==> config.mk <==
export PLATFORM = sky130hd
export DESIGN_NAME = pipe_scoreboard_flat
export DESIGN_NICKNAME = d
export VERILOG_FILES = /design/src/rtl/pipe_scoreboard_if.sv /design/src/rtl/pipe_scoreboard.sv /design/src/flat_wrapper.sv
export SDC_FILE = /design/constraint.sdc
export NUM_CORES = 1
export LEC_CHECK = 0
export ABC_CLOCK_PERIOD_IN_PS = 3100
export BUFFER_PORTS_ARGS = -buffer_cell sky130_fd_sc_hd__buf_2
export CAP_MARGIN = 10
export CORE_UTILIZATION = 53
export CTS_CLUSTER_DIAMETER = 40
export CTS_CLUSTER_SIZE = 10
export DETAILED_ROUTE_END_ITERATION = 7
export GPL_TIMING_DRIVEN = 0
export PLACE_DENSITY = 0.77
export SYNTH_ARGS = -nofsm -noshare
export SYNTH_HDL_FRONTEND = slang
export SYNTH_SLANG_ARGS = --single-unit
export TNS_END_PERCENT = 1
==> constraint.sdc <==
create_clock -name CLK -period 3.1 [get_ports CLK]
set_input_delay 0.155 -clock CLK [delete_from_list [all_inputs] [get_ports CLK]]
set_output_delay 0.155 -clock CLK [all_outputs]
set_load 0.005 [all_outputs]
==> src/rtl/pipe_scoreboard_if.sv <==
// Issue-side, pipeline-control and retire signals shared by the core's issue
// stage (master) and the hazard scoreboard (slave).
interface pipe_scoreboard_if #(
  parameter int NREGS = 32,
  parameter int DEPTH = 3
);
  localparam int RW = $clog2(NREGS);
  localparam int SW = $clog2(DEPTH + 1);

  logic             advance;
  logic [DEPTH:0]   flush_mask;
  logic             iss_valid;
  logic             iss_wen;
  logic [RW-1:0]    iss_wsel;
  logic [SW-1:0]    iss_avail;
  logic [RW-1:0]    rs;
  logic [RW-1:0]    rt;
  logic             stall;
  logic             iss_accept;
  logic [SW-1:0]    fwd_rs;
  logic [SW-1:0]    fwd_rt;
  logic             ret_valid;
  logic [RW-1:0]    ret_wsel;
  logic [SW-1:0]    occupancy;

  modport master (
    output advance, flush_mask, iss_valid, iss_wen, iss_wsel, iss_avail, rs, rt,
    input  stall, iss_accept, fwd_rs, fwd_rt, ret_valid, ret_wsel, occupancy
  );

  modport slave (
    input  advance, flush_mask, iss_valid, iss_wen, iss_wsel, iss_avail, rs, rt,
    output stall, iss_accept, fwd_rs, fwd_rt, ret_valid, ret_wsel, occupancy
  );
endinterface

==> src/rtl/pipe_scoreboard.sv <==
// Register-hazard scoreboard: tracks in-flight writers in slots 1..DEPTH and
// derives stall and per-operand forwarding selects for the issuing instruction.
module pipe_scoreboard #(
  parameter int NREGS    = 32,
  parameter int DEPTH    = 3,
  parameter int ZERO_REG = 1
) (
  input  logic              CLK,
  input  logic              nRST,
  pipe_scoreboard_if.slave  sb
);
  localparam int RW = $clog2(NREGS);
  localparam int SW = $clog2(DEPTH + 1);

  logic [DEPTH:1]  valid_reg;
  logic [RW-1:0]   wsel_reg  [1:DEPTH];
  logic [SW-1:0]   avail_reg [1:DEPTH];
  logic [SW-1:0]   occupancy_reg;

  logic [DEPTH:1]  look_valid;
  logic [DEPTH:1]  kept_valid;
  logic [DEPTH:1]  valid_next;
  logic [SW-1:0]   occupancy_next;
  logic [SW-1:0]   avail_clamped;
  logic            insert;
  logic            haz_rs, haz_rt;
  logic [SW-1:0]   fwd_rs_c, fwd_rt_c;
  logic            stall_c;
  logic            accept_c;

  // Slots being flushed this cycle are already invisible to the lookup.
  assign look_valid = valid_reg & ~sb.flush_mask[DEPTH:1];
  assign kept_valid = look_valid;

  always_comb begin
    avail_clamped = sb.iss_avail;
    if (sb.iss_avail == '0)
      avail_clamped = SW'(1);
    else if (int'(sb.iss_avail) > DEPTH)
      avail_clamped = SW'(DEPTH);
  end

  // Youngest match wins: scan upward and stop at the first hit.
  always_comb begin
    logic found_rs, found_rt;
    found_rs = 1'b0;
    found_rt = 1'b0;
    haz_rs   = 1'b0;
    haz_rt   = 1'b0;
    fwd_rs_c = '0;
    fwd_rt_c = '0;
    for (int k = 1; k <= DEPTH; k++) begin
      if (!found_rs && look_valid[k] && wsel_reg[k] == sb.rs) begin
        found_rs = 1'b1;
        if (avail_reg[k] > SW'(k)) haz_rs = 1'b1;
        else                       fwd_rs_c = SW'(k);
      end
      if (!found_rt && look_valid[k] && wsel_reg[k] == sb.rt) begin
        found_rt = 1'b1;
        if (avail_reg[k] > SW'(k)) haz_rt = 1'b1;
        else                       fwd_rt_c = SW'(k);
      end
    end
    if (ZERO_REG != 0 && sb.rs == '0) begin
      haz_rs   = 1'b0;
      fwd_rs_c = '0;
    end
    if (ZERO_REG != 0 && sb.rt == '0) begin
      haz_rt   = 1'b0;
      fwd_rt_c = '0;
    end
  end

  assign stall_c  = sb.iss_valid & (haz_rs | haz_rt);
  assign accept_c = nRST & sb.iss_valid & sb.advance & ~stall_c & ~sb.flush_mask[0];
  assign insert   = accept_c & sb.iss_wen & ~(ZERO_REG != 0 && sb.iss_wsel == '0);

  generate
    for (genvar gi = 1; gi <= DEPTH; gi++) begin : g_vnext
      if (gi == 1) begin : g_head
        assign valid_next[gi] = insert;
      end else begin : g_body
        assign valid_next[gi] = kept_valid[gi-1];
      end
    end
  endgenerate

  always_comb begin
    occupancy_next = '0;
    for (int k = 1; k <= DEPTH; k++)
      occupancy_next = occupancy_next + SW'(valid_next[k]);
  end

  always_ff @(posedge CLK or negedge nRST) begin
    if (!nRST) begin
      valid_reg     <= '0;
      occupancy_reg <= '0;
      for (int k = 1; k <= DEPTH; k++) begin
        wsel_reg[k]  <= '0;
        avail_reg[k] <= '0;
      end
    end else if (sb.advance) begin
      valid_reg     <= valid_next;
      occupancy_reg <= occupancy_next;
      for (int k = DEPTH; k >= 2; k--) begin
        wsel_reg[k]  <= wsel_reg[k-1];
        avail_reg[k] <= avail_reg[k-1];
      end
      wsel_reg[1]  <= insert ? sb.iss_wsel : '0;
      avail_reg[1] <= insert ? avail_clamped : '0;
    end
  end

  assign sb.stall      = stall_c;
  assign sb.iss_accept = accept_c;
  assign sb.fwd_rs     = fwd_rs_c;
  assign sb.fwd_rt     = fwd_rt_c;
  assign sb.ret_valid  = sb.advance & valid_reg[DEPTH] & ~sb.flush_mask[DEPTH];
  assign sb.ret_wsel   = sb.ret_valid ? wsel_reg[DEPTH] : '0;
  assign sb.occupancy  = occupancy_reg;
endmodule

==> src/flat_wrapper.sv <==
// flat-port wrapper written by rule: the top's interface ports become plain ports
module pipe_scoreboard_flat 
#(
  parameter int NREGS    = 32,
  parameter int DEPTH    = 3,
  parameter int ZERO_REG = 1
)
  (CLK, nRST, sb_advance, sb_flush_mask, sb_iss_valid, sb_iss_wen, sb_iss_wsel, sb_iss_avail, sb_rs, sb_rt, sb_stall, sb_iss_accept, sb_fwd_rs, sb_fwd_rt, sb_ret_valid, sb_ret_wsel, sb_occupancy);
  pipe_scoreboard_if #(.NREGS(NREGS), .DEPTH(DEPTH)) sb_i ();
  input  logic CLK;
  input  logic nRST;
  input wire logic [$bits(sb_i.advance)-1:0] sb_advance;
  input wire logic [$bits(sb_i.flush_mask)-1:0] sb_flush_mask;
  input wire logic [$bits(sb_i.iss_valid)-1:0] sb_iss_valid;
  input wire logic [$bits(sb_i.iss_wen)-1:0] sb_iss_wen;
  input wire logic [$bits(sb_i.iss_wsel)-1:0] sb_iss_wsel;
  input wire logic [$bits(sb_i.iss_avail)-1:0] sb_iss_avail;
  input wire logic [$bits(sb_i.rs)-1:0] sb_rs;
  input wire logic [$bits(sb_i.rt)-1:0] sb_rt;
  output wire logic [$bits(sb_i.stall)-1:0] sb_stall;
  output wire logic [$bits(sb_i.iss_accept)-1:0] sb_iss_accept;
  output wire logic [$bits(sb_i.fwd_rs)-1:0] sb_fwd_rs;
  output wire logic [$bits(sb_i.fwd_rt)-1:0] sb_fwd_rt;
  output wire logic [$bits(sb_i.ret_valid)-1:0] sb_ret_valid;
  output wire logic [$bits(sb_i.ret_wsel)-1:0] sb_ret_wsel;
  output wire logic [$bits(sb_i.occupancy)-1:0] sb_occupancy;
  assign sb_i.advance = sb_advance;
  assign sb_i.flush_mask = sb_flush_mask;
  assign sb_i.iss_valid = sb_iss_valid;
  assign sb_i.iss_wen = sb_iss_wen;
  assign sb_i.iss_wsel = sb_iss_wsel;
  assign sb_i.iss_avail = sb_iss_avail;
  assign sb_i.rs = sb_rs;
  assign sb_i.rt = sb_rt;
  assign sb_stall = sb_i.stall;
  assign sb_iss_accept = sb_i.iss_accept;
  assign sb_fwd_rs = sb_i.fwd_rs;
  assign sb_fwd_rt = sb_i.fwd_rt;
  assign sb_ret_valid = sb_i.ret_valid;
  assign sb_ret_wsel = sb_i.ret_wsel;
  assign sb_occupancy = sb_i.occupancy;
  pipe_scoreboard #(.NREGS(NREGS), .DEPTH(DEPTH), .ZERO_REG(ZERO_REG)) u_core (.CLK(CLK), .nRST(nRST), .sb(sb_i));
endmodule
## After elaboration in Yosys (flattened, before gate mapping)

Index checks and enable logic that the tools add are counted.

- Output and inout port bits: 14
- Input port bits: 26
- Flip-flop bits (word level): 26
- Logic and storage cells: 87

- Bitwise gates (word level): 16
- Add/subtract/negate cells: 2
- Multiplexer cells: 34
- Reductions and logical operators: 18
- Equality and inequality tests: 6
- Magnitude comparators: 3

Operators by type and width:

| operator | number |
|---|---|
| 5-bit == test | 6 |
| 2-bit 2-to-1 mux | 13 |
| 1-bit 2-to-1 mux | 19 |
| 5-bit logical NOT | 3 |
| 1-bit logical AND | 10 |
| 5-bit 2-to-1 mux | 2 |
| 1-bit bitwise AND | 9 |
| 2-bit > comparator (second input constant) | 2 |
| 1-bit logical NOT | 4 |
| 1-bit NOT | 4 |
| 3-bit bitwise AND | 1 |
| 3-bit NOT | 1 |
| 1-bit by 1-bit adder with 2-bit output | 1 |
| 2-bit by 1-bit adder with 2-bit output | 1 |
| 2-bit by 1-bit > comparator with 1-bit output (second input constant) | 1 |
| 2-bit logical NOT | 1 |
| 1-bit bitwise OR | 1 |

## Longest topological paths before layout

Gate-level depths: netlist of run 1.

- Depth after elaboration: 22
- Gate-level depth with buffers: 9
- Mapped depth without buffers: 7

## Least setup slack after synthesis of run 1

OpenSTA, ideal clock, no wires.

- Path kind: reg-to-reg
- Start point: register u_core.wsel_reg[14] in the netlist's numbering
- End point: register u_core.occupancy_reg[0] (netlist: u_core.sb.occupancy[0])
- Required time: 2.975 ns
- Slack: 0.671 ns
- Arrival time: 2.305 ns
- Path buffers: 1
- Setup time: 0.125 ns
- Clock period less this slack: 2.429 ns
- Cell stages (with the launch flop): 9
- Cells stage by stage: dfrtp_1 > xor2_1 > a2111oi_1 > nand2_1 > a211oi_2 > buf_6 > nor3_1 > fa_1 > mux2_2

- Cells in the longest elaborated chain, start to end: 21

Ends and longest elaborated chain:

| element | RTL line | RTL |
|---|---|---|
| from (decl) | pipe_scoreboard.sv:16 | `logic [RW-1:0] wsel_reg [1:DEPTH];` |
| from (signal, indexed assignment) | pipe_scoreboard.sv:106 | `wsel_reg[k] <= wsel_reg[k-1];` |
| 5-bit == test, on equally long branches | pipe_scoreboard.sv:53, pipe_scoreboard.sv:58 |  |
| 1-bit logical AND, on equally long branches | pipe_scoreboard.sv:53, pipe_scoreboard.sv:58 |  |
| 1-bit 2-to-1 mux, on equally long branches | pipe_scoreboard.sv:53, pipe_scoreboard.sv:58 |  |
| 1-bit logical NOT, on equally long branches | pipe_scoreboard.sv:53, pipe_scoreboard.sv:58 |  |
| 1-bit logical AND, on equally long branches (2 in a row) | pipe_scoreboard.sv:53, pipe_scoreboard.sv:58 |  |
| 1-bit 2-to-1 mux, on equally long branches | pipe_scoreboard.sv:53, pipe_scoreboard.sv:58 |  |
| 1-bit logical NOT, on equally long branches | pipe_scoreboard.sv:53, pipe_scoreboard.sv:58 |  |
| 1-bit logical AND, on equally long branches (2 in a row) | pipe_scoreboard.sv:53, pipe_scoreboard.sv:58 |  |
| [3 not listed] | -- |  |
| 1-bit bitwise AND * | pipe_scoreboard.sv:74 | `assign stall_c = sb.iss_valid & (haz_rs \| haz_rt);` |
| 1-bit NOT * | pipe_scoreboard.sv:75 | `assign accept_c = nRST & sb.iss_valid & sb.advance & ~stall_c & ~sb.flush_mask[0];` |
| 1-bit bitwise AND * (2 in a row) | pipe_scoreboard.sv:75 |  |
| 1-bit bitwise AND * (2 in a row) | pipe_scoreboard.sv:76 | `assign insert = accept_c & sb.iss_wen & ~(ZERO_REG != 0 && sb.iss_wsel == '0);` |
| named net u_core.insert | pipe_scoreboard.sv:25 | `logic insert;` |
| 1-bit by 1-bit adder with 2-bit output * | pipe_scoreboard.sv:91 | `occupancy_next = occupancy_next + SW'(valid_next[k]);` |
| 2-bit by 1-bit adder with 2-bit output * | pipe_scoreboard.sv:91 |  |
| named net u_core.occupancy_next[0] | pipe_scoreboard.sv:23 | `logic [SW-1:0] occupancy_next;` |
| to (signal assigned) | pipe_scoreboard.sv:104 | `occupancy_reg <= occupancy_next;` |
| to (decl) | pipe_scoreboard.sv:18 | `logic [SW-1:0] occupancy_reg;` |

The timed path passes the listed nets; every way through them passes the cells marked *.
A chain may end at the register's enable or synchronous reset.

## Worst setup path after layout of run 1

- Start point: register u_core.wsel_reg[13] in the netlist's numbering
- End point: register u_core.occupancy_reg[0] (netlist: u_core.sb.occupancy[0])

Same word-level chain as after synthesis.

==> results of run 1 <==
-- path summary, 6_finish.rpt --
kind | cells past startpoint | slack, ps | to | start
max in group asynchronous | 2 | 2380 | u_core.wsel_reg[1] | nRST
setup / recovery | 8 | 260 | u_core.sb.occupancy[0] | u_core.wsel_reg[13]
setup reg to reg | 8 | 260 | u_core.sb.occupancy[0] | u_core.wsel_reg[13]
hold / removal | 2 | 120 | u_core.avail_reg[3] | sb_advance
hold reg to reg | 1 | 520 | u_core.sb.occupancy[0] | u_core.sb.occupancy[0]
min in group asynchronous | 2 | 340 | u_core.wsel_reg[7] | nRST
-- cell usage in the layout (no fill, tap or decap), types with 2 or more instances in the layout --
master	count
inv_1	10
clkbuf_1	2
nor2_1	6
clkbuf_4	3
mux2i_1	2
xor2_1	22
and3_1	9
mux2_2	16
nor3_1	7
nand3_1	8
nor4_1	3
dfrtp_1	24
a2111oi_1	2
nor3b_1	2
nand2_1	4
buf_1	4
buf_2	38
o32ai_2	7
xnor2_1	6
nand4_1	3
nor2b_1	4
-- report_power, final --
part	leakage [nW]	switching (mW)	total, mW	internal, mW
Clock	0.0210	0.0982	0.170	0.0719
Combinational	0.625	0.0533	0.0956	0.0423
Sequential	0.332	0.00948	0.331	0.322
Total	0.979	0.161	0.597	0.436
-- stage by stage --
| stage | std cells | setup slack, ps | util (%) |
|---|---|---|---|
| after global routing | 233 | 155 | 67.2 |
| after floorplan | 160 | 671 | - |
| after global placement | 228 | 410 | 65.6 |
| after CTS | 233 | 298 | 67.2 |
| after detailed placement | 228 | 316 | 65.6 |
| final | 233 | 262 | 67.2 |
-- layout make-up --
| type | instances | area share [%] |
|---|---|---|
| multi-input cells | 118 | 50.6 |
| flip-flops and latches | 24 | 31.3 |
| repair buffers | 38 | 10.2 |
| plain buffers | 8 | 2.02 |
| well taps | 31 | 2.02 |
| inverters | 10 | 1.96 |
| clock buffers | 4 | 1.89 |
-- layer usage --
metal | wire, um | up-vias | global-route usage, %
li1 | - | 659 | -
met1 | 1750 | 675 | 34.3
met2 | 1920 | 45 | 43.4
met3 | 168 | 16 | 3.57
met4 | 131 | 0 | 12.6
met5 | 0 | - | 0
-- kinds of logic after synthesis --
kind of cell | after synthesis | synth area share, %
compound gates | 17 | 12.0
xor+xnor | 28 | 14.9
fa+ha+maj | 1 | 1.21
buf+inv | 18 | 4.63
flops | 24 | 36.4
mux | 18 | 12.1
simple gates | 54 | 18.7
-- worst max-delay path: stages (launching register included) --
cell and delay, ps:
dfrtp_1 460, xnor2_1 210, nand4_1 180, or3_1 380, a211oi_1 340, buf_2 340
nor3_1 150, fa_1 430, mux2_2 260
-- what timing repair did --
item                                   4_1_cts  5_1_grt
resized for setup                            0        0
buffers inserted                             0        0
hold buffers                                 1        0
endpoints found under the hold margin       24        0
==> summary.txt, run 1 <==
Status
  – Status: finished, violations left
  – Violated checks: design-rule violations

Cells and area
  – Final #Nets: 230
  – Max FFs per register: 15
  – Register Area: 601 um2
  – Final Instance Area: 1920 um2
  – Multi-input logic area: 971 um2
  – Inserted Diodes: 0
  – Share of cells above drive strength 1: 33.7%
  – Fill cell count: 236
  – Layout Area Growth over Synthesis: 16.4%

Global routing
  – Largest net degree at the start of global routing: 26
  – GRT Total Usage: 26.3%
  – Vias in the first global route: 1422
  – Initial antenna violation count: 0
  – Total grt overflow: 0
  – First-pass GRT wire length: 6570 um

Timing
  – Slew Viols, Final: 0
  – Tcrit/Tclk final: 91.6%
  – Worst-Margin Slew: 601 ps
  – Total negative slack: 0 ps
  – WHS: 120 ps
  – Final Hold Vio Count: 0
  – Clock Skew: 9.83 ps
  – Finish-stage setup viols: 0
  – Worst slew margin relative to its limit: 60.0%
  – RSZ-0062 raised after global routing: false
  – Final min period: 2840 ps
  – Fmax: 0.352 GHz

Setup path
  – CP Capture Type: flop
  – CP Max Fanout: 10
  – Crit path DAT: 3070 ps
  – Worst setup SP type: flop
  – Critical path type: reg -> reg
  – Required time of the worst setup path: 3330 ps

Logic synthesis
  – FF+latch count, synth: 24
  – Count of cell types in the netlist: 38
  – Synthesized Nets: 187
  – Synth warnings: 0
  – Top FF cell, synth: dfrtp_1
  – Post-synth top cells: dfrtp_1, xor2_1, mux2_2, inv_1, and3_1
  – Synth top area cells: dfrtp_1, xor2_1, mux2_2
  – Share of flip-flops with an asynchronous set or reset: 100%
  – Share of the synthesized area in the top cell type: 36.4%
  – Sequential element share of the synthesized area: 36.4%
  – Most frequent cell after synthesis: dfrtp_1
  – Syn Std Cell Area: 1650 um2
  – Cell count after synthesis: 160
  – Post-synth top area cell: dfrtp_1
  – Avg Inst Size Synth: 10.3 um2
  – Number of synthesized flops with an enable pin: 0

Detailed routing
  – Post-route DRC: 2
  – Final WL: 3980 um
  – Number of detailed-route iterations in the first pass: 6
  – Vias per cell: 5.99
  – ANT nets after route: 0
  – Initial DRC count: 65
  – WL/cell: 17.1 um
  – DR vias: 1395

Floorplanning
  – I/O pin count: 40
  – FP Rows: 19
  – Core ar.: 2850 um2
  – Chip height: 57.8 um
  – Die W: 57.8 um
  – Starting Density: 57.8%
  – Die area: 3340 um2

Flow run
  – Number of max-cap violations: 0

Clock tree
  – CTS max path bufs: 2
  – Cts bufs inserted: 3
  – Clock latency on the worst-skew pair: 330 ps
  – Clk slew on worst S/H paths: 140 ps
  – CTS Root Cell: clkbuf_4
  – Sinks on Clock Net: 24
  – CTS tree: yes
  – H-tree depth: 1

Placement
  – DP Area: 1870 um2
  – Dpl hpwl: 3040 um
  – Port buffer count: 37
  – Routability cong.: 0.896

Power
  – Total power: 0.597 mW
  – Leakage Power: 0.979 nW
  – VDD IR max: 152 uV
  – Pwr/cell area: 311 nW/um2

Worst hold path
  – Hold Crit Class: in -> reg
No activity file was read; power rests on OpenSTA's default activity.
==> run 2, diff against run 1 <==
--- a/config.mk
+++ b/config.mk
@@ -14,6 +14,7 @@
 export DETAILED_ROUTE_END_ITERATION = 7
 export GPL_TIMING_DRIVEN = 0
 export PLACE_DENSITY = 0.77
+export REMOVE_ABC_BUFFERS = 1
 export SYNTH_ARGS = -nofsm -noshare
 export SYNTH_HDL_FRONTEND = slang
 export SYNTH_SLANG_ARGS = --single-unit
==> run 2 against run 1 <==
- the run still ends with design-rule violations left
- register-to-register slack got worse by 50 ps
- via count fell by 3.2%
- worst setup slack got worse by 50 ps
- clock power fell by 18%
- hold slack improved by 2.6 ps
- flip-flop and latch count did not move
- critical endpoint unchanged
==> summary.txt, run 2 (same netlist as run 1, synthesis figures left out) <==
Clock tree
  – Clock latency on the worst-skew pair: 320 ps
  – Sinks on Clock Net: 24
  – CTS max path bufs: 2
  – Clk slew on worst S/H paths: 130 ps
  – Cts bufs inserted: 3
  – H-tree depth: 1
  – CTS Root Cell: clkbuf_4
  – CTS tree: yes

Power
  – Clk pwr share: 24.8%
  – Comb power frac: 16.5%
  – Psw: 0.154 mW
  – Pwr/cell area: 291 nW/um2
  – VDD IR max: 183 uV
  – Internal Power: 0.409 mW
  – Leakage Power: 0.988 nW
  – Sequential share of power: 58.7%
  – Net Sw Frac: 27.3%

Floorplanning
  – Die area: 3340 um2
  – I/O pin count: 40
  – Starting Density: 57.8%
  – Die W: 57.8 um
  – FP Rows: 19
  – Core ar.: 2850 um2
  – Chip height: 57.8 um

Timing
  – Worst-Margin Slew: 654 ps
  – Final Hold Vio Count: 0
  – Tcrit/Tclk final: 93.2%
  – RSZ-0062 raised after global routing: false
  – Fmax: 0.346 GHz
  – Finish-stage setup viols: 0
  – Final min period: 2890 ps
  – Slew Viols, Final: 0
  – Worst slew margin relative to its limit: 56.3%
  – Final setup margin: 212 ps
  – Clock Skew: 5.13 ps

Detailed routing
  – ANT nets after route: 0
  – WL/cell: 16.0 um
  – Final WL: 3690 um
  – Number of detailed-route iterations in the first pass: 6
  – Initial DRC count: 57
  – Vias per cell: 5.84
  – Post-route DRC: 3
  – DR vias: 1350

Global routing
  – GR Layer Usage met2: 40.7%
  – Met3 Use GR: 3.57%
  – Met1 GRT Util: 33.5%
  – Busiest grt layer: met2
  – Largest net degree at the start of global routing: 33
  – Initial antenna violation count: 0
  – First-pass GRT wire length: 6260 um
  – Vias in the first global route: 1327
  – GRT Total Usage: 24.4%
  – Total grt overflow: 0

Placement
  – Dpl hpwl: 2730 um
  – Port buffer count: 39
  – Routability cong.: 0.893
  – Inst Count DP: 222
  – Worst slack at placement: -31.0 ps

Cells and area
  – Final non-filler cell total: 231
  – Register Area: 601 um2
  – Max FFs per register: 15
  – Inserted Diodes: 0
  – Final #Nets: 229
  – Layout Area Growth over Synthesis: 17.3%
  – Commonest cells after routing, fill and taps aside: buf_2, dfrtp_1, xor2_1, mux2_2, inv_1
  – Fill cell count: 239
  – Share of cells above drive strength 1: 36.5%
  – Multi-input logic area: 991 um2
  – Most common cell after layout, fill and taps aside: buf_2

Setup path
  – Critical path type: reg -> reg
  – Required time of the worst setup path: 3320 ps
  – CP Capture Type: flop
  – CP Max Fanout: 11
  – Worst setup SP type: flop
  – Crit path DAT: 3100 ps

Flow run
  – Number of max-cap violations: 0

Status
  – Violated checks: design-rule violations
  – Status: finished, violations left

Worst hold path
  – Hold Crit Class: in -> reg
==> run 2: cell types whose count changed in the layout (fill, tap and decap cells not counted) <==
cell,change
buf_1,-4
clkbuf_1,-2
clkbuf_8,-1
a211oi_1,-1
a211oi_2,-1
a211oi_4,+2
buf_6,-1
buf_2,+1
buf_4,+5
==> run 2: stage by stage <==
| step | hold WS (ps) | power (mW) | utilization, % | instance area, um2 | TNS [ps] |
|---|---|---|---|---|---|
| final | 122 | 0.563 | 67.8 | 1930 | 0 |
| after global routing | 120 | 0.593 | 67.8 | 1930 | 0 |
| after CTS | 112 | 0.572 | 66.2 | 1890 | 0 |
| after detailed placement | 183 | 0.429 | 64.8 | 1850 | -31.0 |
| after global placement | 166 | 0.424 | 64.6 | 1840 | -775 |
| after floorplan | -141 | 0.378 | - | 1610 | 0 |
==> run 2: power groups by stage <==
| stage | Sequential [mW] | Combinational (mW) | Clock, mW |
|---|---|---|---|
| floorplan | 0.335 | 0.0430 | 0 |
| global placement | 0.336 | 0.0880 | 0 |
| detailed placement | 0.337 | 0.0917 | 0 |
| CTS | 0.331 | 0.0933 | 0.148 |
| global route | 0.332 | 0.104 | 0.157 |
| finish | 0.331 | 0.0929 | 0.139 |
==> run 2: final timing paths <==
path / cells past startpoint / start / slack (ps) / endpoint
worst max-delay path: 7 / u_core.wsel_reg[13] / 210 / u_core.sb.occupancy[0]
worst min-delay path: 3 / sb_iss_wsel[1] / 120 / u_core.wsel_reg[11]
worst max register to register: 7 / u_core.wsel_reg[13] / 210 / u_core.sb.occupancy[0]
worst min register to register: 1 / u_core.avail_reg[4] / 520 / u_core.avail_reg[2]
max in group asynchronous: 2 / nRST / 2380 / u_core.valid_reg[2]
min in group asynchronous: 2 / nRST / 340 / u_core.wsel_reg[3]
==> run 2: what timing repair did <==
action	in CTS	in global routing
pin swaps	0	1
hold buffers	1	0
resized for setup	1	1
setup buffers	0	5
endpoints found under the setup margin	1	2
hold endpoints to repair	24	0
==> run 2: final cells by class <==
type	instances	area share (%)
Tap cell	31	2.01
Multi-Input combinational cell	118	51.3
Timing Repair Buffer	45	12.6
Inverter	10	1.94
Sequential cell	24	31.1
Clock buffer	3	1.17
==> run 2: worst max-delay path: stages, from the launching register on <==
cell,delay [ps]
dfrtp_1,460
xnor2_1,180
nand4_1,200
or3_1,440
a211oi_4,600
nor3_1,180
fa_1,460
mux2_2,270
==> run 2: layer usage <==
metal / vias up / wire (um)
met5: - / 0
met4: 0 / 21
met3: 2 / 154
met2: 36 / 1800
met1: 655 / 1720
li1: 657 / -
==> run 3, diff against run 2 <==
--- a/config.mk
+++ b/config.mk
@@ -5,6 +5,7 @@
 export SDC_FILE = /design/constraint.sdc
 export NUM_CORES = 1
 export LEC_CHECK = 0
+export ABC_AREA = 1
 export ABC_CLOCK_PERIOD_IN_PS = 3100
 export BUFFER_PORTS_ARGS = -buffer_cell sky130_fd_sc_hd__buf_2
 export CAP_MARGIN = 10
==> run 3 against run 2 <==
- the run still ends with design-rule violations left
- synthesized cell count grew 57%
- combinational power grew 2%
- cell count grew 39%
- critical endpoint unchanged
- largest power group unchanged
==> summary.txt, run 3 <==
Status
  – Status: finished, violations left
  – Violated checks: design-rule violations

Logic synthesis
  – Share of flip-flops with an asynchronous set or reset: 100%
  – Syn Std Cell Area: 1650 um2
  – Most frequent cell after synthesis: nand2_1
  – Post-synth top cells: nand2_1, nor2_1, inv_1, dfrtp_1, o21ai_0
  – Sequential element share of the synthesized area: 36.4%
  – Avg Inst Size Synth: 6.57 um2
  – Synth top area cells: dfrtp_1, nand2_1, nor2_1
  – Cell count after synthesis: 251
  – Count of cell types in the netlist: 25
  – Number of synthesized flops with an enable pin: 0
  – Post-synth top area cell: dfrtp_1
  – Synth warnings: 0
  – Top FF cell, synth: dfrtp_1
  – FF+latch count, synth: 24
  – Share of the synthesized area in the top cell type: 36.4%

Setup path
  – CP Max Fanout: 8
  – CP Capture Type: flop
  – Critical path type: reg -> reg
  – Crit path DAT: 2530 ps
  – Worst setup SP type: flop
  – Required time of the worst setup path: 3330 ps

Global routing
  – Initial antenna violation count: 0
  – Busiest grt layer: met2
  – GRT Total Usage: 25.8%
  – Met3 Use GR: 2.46%
  – GR Layer Usage met2: 43.2%
  – Met1 GRT Util: 34.9%
  – Largest net degree at the start of global routing: 29
  – Total grt overflow: 0
  – First-pass GRT wire length: 6540 um
  – Vias in the first global route: 1522

Cells and area
  – Fill cell count: 272
  – Max FFs per register: 15
  – Multi-input logic area: 902 um2
  – Final Instance Area: 1910 um2
  – Layout Area Growth over Synthesis: 16.1%
  – Share of cells above drive strength 1: 23.7%
  – Final core occ: 67.1%
  – Inserted Diodes: 0
  – Register Area: 601 um2
  – Final #Nets: 319
  – Commonest cells after routing, fill and taps aside: nand2_1, buf_2, nor2_1, inv_1, dfrtp_1
  – Most common cell after layout, fill and taps aside: nand2_1
  – Final non-filler cell total: 322

Floorplanning
  – Die area: 3340 um2
  – FP Rows: 19
  – Starting Density: 57.8%
  – Chip height: 57.8 um
  – Die W: 57.8 um
  – Core ar.: 2850 um2
  – I/O pin count: 40

Clock tree
  – CTS max path bufs: 2
  – Clk slew on worst S/H paths: 140 ps
  – H-tree depth: 1
  – Post_cts resized: 0
  – CTS Root Cell: clkbuf_4
  – Cts bufs inserted: 3
  – CTS tree: yes
  – Sinks on Clock Net: 24
  – Clock latency on the worst-skew pair: 320 ps

Timing
  – Final min period: 2310 ps
  – Worst slew margin relative to its limit: 62.0%
  – Slew Viols, Final: 0
  – Tcrit/Tclk final: 74.4%
  – Fmax: 0.434 GHz
  – RSZ-0062 raised after global routing: false
  – Total negative slack: 0 ps
  – Final setup margin: 795 ps
  – Final Hold Vio Count: 0
  – Finish-stage setup viols: 0
  – Worst-Margin Slew: 571 ps
  – Clock Skew: 3.71 ps
  – WHS: 63.5 ps

Power
  – Pwr/cell area: 312 nW/um2
  – VDD IR max: 203 uV
  – Total power: 0.598 mW
  – Leakage Power: 1.04 nW

Detailed routing
  – DR vias: 1666
  – Number of detailed-route iterations in the first pass: 8
  – Post-route DRC: 2
  – Final WL: 3900 um
  – Initial DRC count: 95
  – Vias per cell: 5.17
  – ANT nets after route: 0
  – WL/cell: 12.1 um

Placement
  – Dpl hpwl: 3000 um
  – Inst Count DP: 317
  – DP Area: 1870 um2
  – Worst slack at placement: 726 ps
  – Routability cong.: 0.901
  – Port buffer count: 39

Flow run
  – Number of max-cap violations: 0

Worst hold path
  – Hold Crit Class: in -> reg
==> run 3: changes by cell type after synthesis, sizes merged, moves of 16 or more <==
cell   before  now
nor2        6   35
inv        10   35
nand2       4   92
xor2       22    5
mux2       16    0
o21ai       1   21
==> run 3: what timing repair did <==
item,4_1_cts,5_1_grt
endpoints found under the hold margin,24,0
setup endpoints to repair,0,0
setup buffers,0,0
hold buffers,1,0
==> run 3: worst paths after layout <==
kind | startpoint | cells past startpoint | endpoint | slack, ps
hold / removal | sb_iss_wsel[4] | 3 | u_core.wsel_reg[14] | 60
setup reg to reg | u_core.wsel_reg[12] | 15 | u_core.sb.occupancy[0] | 790
hold reg to reg | u_core.sb.occupancy[0] | 2 | u_core.sb.occupancy[0] | 480
max in group asynchronous | nRST | 2 | u_core.wsel_reg[13] | 2380
min in group asynchronous | nRST | 2 | u_core.wsel_reg[0] | 350
setup / recovery | u_core.wsel_reg[12] | 15 | u_core.sb.occupancy[0] | 790
==> run 3: critical path, cell delays in order, from the launching register on <==
cell and delay, ps:
dfrtp_1 460, inv_1 80, nand2_1 60, nand2_1 70, nor2_2 120, nand3_2 110
nor2_2 110, nor2_1 50, nand2_2 80, nand2_2 60, nor2_4 190, nand2_4 80
nor2_1 150, fa_1 450, nand2_1 90, nand2_1 50
==> run 3: power by group <==
| part | internal [mW] | switching [mW] | total, mW |
|---|---|---|---|
| Sequential | 0.322 | 0.00833 | 0.330 |
| Clock | 0.0718 | 0.102 | 0.173 |
| Combinational | 0.0328 | 0.0616 | 0.0944 |
==> run 3: area by class of cell <==
type / count / share of cell area [%]
Multi-Input combinational cell: 188 / 47.1
Sequential cell: 24 / 31.4
Timing Repair Buffer: 40 / 10.7
Inverter: 35 / 6.86
Tap cell: 31 / 2.03
Clock buffer: 4 / 1.90
==> run 3: logic make-up (layout without fill, tap and decap cells) <==
family                     after synthesis  after routing  share of synthesized area [%]
adders and majority gates                1              1                           1.21
buffers and inverters                   39             79                           8.88
xor gates and xnor gates                 5              5                           2.66
and+or+nand+nor                        152            152                           40.8
AOI/OAI and AO/OA                       30             30                           10.0
DFF                                     24             24                           36.4
==> run 3: per-layer routing <==
metal | vias to the layer above | part of all wire [%]
li1 | 871 | -
met1 | 730 | 45
met2 | 57 | 46
met3 | 8 | 6.8
met4 | 0 | 1.6
met5 | - | 0
